===== src/rtl/counter_updown_mod.sv =====
// rtl/counter_updown_mod.sv - parametrised up/down modulo counter with load, clear and cascade carry
module counter_updown_mod #(
    parameter int unsigned          WIDTH    = 4,
    parameter longint unsigned      MODULO   = 64'(1) << WIDTH,
    parameter bit                   SATURATE = 1'b0
) (
    input  logic             clk,
    input  logic             rst_n,
    input  logic             clr,
    input  logic             load,
    input  logic [WIDTH-1:0] din,
    input  logic             en,
    input  logic             up,
    output logic [WIDTH-1:0] count,
    output logic             tc,
    output logic             rco,
    output logic             ovf
);

    localparam logic [WIDTH-1:0] MAX_VAL = WIDTH'(MODULO - 64'(1));

    logic [WIDTH-1:0] count_q, count_d;
    logic             ovf_q, ovf_d;

    always_comb begin
        count_d = count_q;
        ovf_d   = 1'b0;
        if (clr) begin
            count_d = '0;
        end else if (load) begin
            count_d = (din > MAX_VAL) ? MAX_VAL : din;
        end else if (en) begin
            if (up) begin
                if (count_q < MAX_VAL) begin
                    count_d = count_q + WIDTH'(1);
                end else if (count_q == MAX_VAL) begin
                    ovf_d   = 1'b1;
                    count_d = SATURATE ? MAX_VAL : '0;
                end else begin
                    // Out-of-range value (only reachable by a fault): recover to 0.
                    count_d = '0;
                end
            end else begin
                if (count_q > MAX_VAL) begin
                    count_d = MAX_VAL;
                end else if (count_q == '0) begin
                    ovf_d   = 1'b1;
                    count_d = SATURATE ? '0 : MAX_VAL;
                end else begin
                    count_d = count_q - WIDTH'(1);
                end
            end
        end
    end

    always_ff @(posedge clk or negedge rst_n) begin
        if (!rst_n) begin
            count_q <= '0;
            ovf_q   <= 1'b0;
        end else begin
            count_q <= count_d;
            ovf_q   <= ovf_d;
        end
    end

    // Terminal count is direction-aware and ungated so cascades can look ahead.
    assign tc    = up ? (count_q == MAX_VAL) : (count_q == '0);
    assign rco   = tc & en;
    assign count = count_q;
    assign ovf   = ovf_q;

endmodule


===== config.mk =====
export PLATFORM = sky130hd
export DESIGN_NAME = counter_updown_mod
export DESIGN_NICKNAME = d
export VERILOG_FILES = /design/src/rtl/counter_updown_mod.sv
export SDC_FILE = /design/constraint.sdc
export NUM_CORES = 1
export LEC_CHECK = 0
export BUFFER_PORTS_ARGS = -buffer_cell sky130_fd_sc_hd__clkbuf_2
export CORE_AREA = 2 2 39 41
export DETAILED_ROUTE_END_ITERATION = 8
export DIE_AREA = 0 0 41 43
export GPL_ROUTABILITY_DRIVEN = 0
export HOLD_SLACK_MARGIN = 0.06
export PLACE_DENSITY = 0.63
export SLEW_MARGIN = 20
export SYNTH_ARGS = -nofsm -noshare
export SYNTH_HDL_FRONTEND = slang
export SYNTH_SLANG_ARGS = --single-unit

===== constraint.sdc =====
create_clock -name clk -period 2.15 [get_ports clk]
set_clock_uncertainty 0.15 [all_clocks]
set_input_delay 0.1075 -clock clk [delete_from_list [all_inputs] [get_ports clk]]
set_output_delay 0.1075 -clock clk [all_outputs]
set_load 0.005 [all_outputs]

==> key figures <==
Logic synthesis
  – Syn Inst Count: 44
  – Cell accounting for the most synthesized area: dfrtp_1
  – Syn avg cell area: 8.76 sq um
  – Register area share after synthesis: 0.325
  – Post-synth top area share: 0.325
  – Syn_nets: 56
  – #FFs+latches synth: 5
  – Netlist cell types: 26
  – Area contributors post-synth: dfrtp_1, a21oi_1, ha_1
  – Synth Cell Area: 385 sq um
  – Ys Warns: 0

Routing
  – Residual DRC: 0
  – Post-DR wirelength/cell: 12.1 um
  – Initial detailed-routing violation count: 5
  – Vias: 440
  – DR vias/cell: 4.78
  – Detailed Route WL: 1110 um
  – Antenna viol nets, final: 0
  – Initial DRT Pass Iterations: 2

Global routing
  – Largest net degree at the start of global routing: 10
  – Total GRT Usage: 0.148
  – First-pass GRT wire length: 1730 um
  – Initial antenna violation count: 0
  – Congestion Overflow GR: 0
  – Vias in the first global route: 417

Worst setup path
  – CP dominant cell by count: dlygate4sd3_1
  – CP startpoint kind: primary input
  – Arrival time worst endpoint: 2.08 ns
  – Critical Path Max Stage Delay: 0.56 ns
  – Required @ worst endpoint: 2.17 ns
  – Crit-path slowest cell: dlygate4sd3_1
  – Type of the worst setup path: in -> reg
  – Largest fanout on the critical path: 6
  – Setup crit end kind: flop
  – Worst-path cell chain: dlygate4sd3_1, clkbuf_2, nand2_1, dlygate4sd3_1, a21oi_2, dlygate4sd3_1

Flow run
  – Max_cap viols: 0

STA
  – Final period util: 0.957
  – Final WS setup: 0.0925 ns
  – Endpoints failing hold: 0
  – Max frequency: 486 MHz
  – Slew Limit Fails: 0
  – Finish-stage setup viols: 0
  – Min Tclk post-route: 2.06 ns
  – Slew headroom: 0.806
  – Worst Max-Slew Pin Slew: 0.291 ns
  – TNS Setup: 0 ns

Placement
  – Pre-CTS setup slack: 0.312 ns
  – Placed Instances: 76
  – DP HPWL: 752 um
  – Port-buffer cells: 16

Power and ir drop
  – Peak supply drop: 247 uV
  – Clock network fraction of total power: 0.339
  – Total power: 315 uW
  – P_sw: 91.6 uW
  – Pwr/cell area: 495 nW/um^2
  – Switching fraction of total power: 0.291
  – Internal power: 223 uW
  – Power share of the combinational group: 0.309
  – LEAKAGE: 0.000310 uW
  – Reg power frac: 0.352

Outcome
  – Status: completed

Die
  – Core Region: 1380 sq um
  – DIE AREA: 1760 sq um
  – Ports: 17
  – Row Count: 14
  – Die Wd: 41 um
  – Die height: 43 um
  – Initial cell density of the core: 0.278

Min path
  – Hold WC Path Type: in -> async

Finish
  – FF+latch area: 126 sq um
  – Multi-input logic area: 249 sq um
  – Non-filler instance count after layout: 92
  – Area grow syn2layout: 64.9%
  – Antenna cells: 0
  – Nets@finish: 89
  – Final Util: 0.459
  – Layout cells sized above 1: 0.342
  – Layout filler cell count: 138

CTS
  – # clock sinks: 5
  – CTS tree: done
  – Root Driver: clkbuf_4
  – H-Tree Depth: 1
  – CTS Buf Count: 3
  – Clk slew on worst S/H paths: 0.04 ns
  – Worst-case clock buffer depth: 2
  – Worst skew pair latency: 0.24 ns
cells by family (layout without fill, tap and decap cells):
logic type	after synthesis	after routing	synth area share
muxes	2	2	0.0552
AOI/OAI and AO/OA	16	16	0.292
and+or+nand+nor	12	12	0.169
adders and majority gates	2	2	0.0649
buffers and inverters	5	37	0.0487
xor gates and xnor gates	2	2	0.0455
DFF	5	5	0.325
flip-flops by register name (all words and copies together), names as in the netlist:
signal  flops
count       4
ovf         1
cell usage after synthesis:
cell type,instances
ha_1,2
o31ai_1,1
and2_1,1
nand2_1,4
o21ai_0,2
inv_2,1
o21ai_1,1
a41oi_2,1
nor2_1,2
o21bai_1,1
a211oi_1,1
a21oi_1,6
inv_1,4
a21bo_1,1
or4_1,1
and3_1,1
mux2_1,1
mux2i_1,1
a311o_1,1
nand4_1,1
xor2_1,1
o221ai_1,1
dfrtp_1,5
or3b_1,1
nor3b_1,1
xnor2_1,1
critical path, delay by kind of cell:
kind / cells / cell delay (ns)
compound gates: 1 / 0.11
buf+inv: 4 / 1.79
simple gates: 1 / 0.05
final timing paths:
path	endpoint	slack, ns	cells after the start	from
min in group clk	count[3]	0.19	3	up
setup / recovery	count[1]	0.09	6	load
setup reg to reg	count[1]	0.10	7	count[1]
hold / removal	count[2]	0.07	2	rst_n
hold reg to reg	count[0]	0.59	2	count[0]
max in group asynchronous	count[0]	1.62	2	rst_n
area by class of cell:
cell class,count,share of cell area
Sequential cell,5,0.199
Tap cell,16,0.0315
Inverter,5,0.0295
Clock buffer,4,0.0413
Timing Repair Buffer,28,0.307
Multi-Input combinational cell,34,0.392
through the flow:
stage	hold WS, ns	instance area, sq um
global placement	-0.221	485
floorplan	-0.338	385
detailed placement	-0.217	485
global route	0.100	636
finish	0.0737	636
CTS	0.0706	612
power groups by stage:
stage | sequential [uW] | combinational [uW] | clock [uW]
final | 111 | 97.2 | 107
after global routing | 111 | 110 | 119
after floorplan | 111 | 41.5 | 0
after global placement | 113 | 73.0 | 0
after detailed placement | 113 | 73.4 | 0
after CTS | 112 | 88.6 | 114
what timing repair did:
| item | CTS | global route |
|---|---|---|
| setup endpoints to repair | 0 | 2 |
| resized for setup | 0 | 3 |
| hold buffers | 10 | 0 |
| hold endpoints to repair | 10 | 0 |
| buffers inserted | 0 | 2 |
placed cells by master, fill, tap and decap left out, types with 2 or more instances in the layout:
cell type	instances
clkbuf_2	16
dlygate4sd3_1	10
a21oi_1	5
inv_1	4
nand2_1	4
dfrtp_1	4
clkbuf_4	3
o21ai_0	2
nor2_1	2
ha_1	2
buf_4	2
routing by layer:
metal  vias to the layer above  GRT usage  part of all wire
met1                       201      0.186              0.45
met3                         0     0.0209             0.041
met5                         -          0                 0
li1                        228          -                 -
met2                        11      0.213              0.50
met4                         0      0.120                 0
Power figures use the tool's default switching activity.
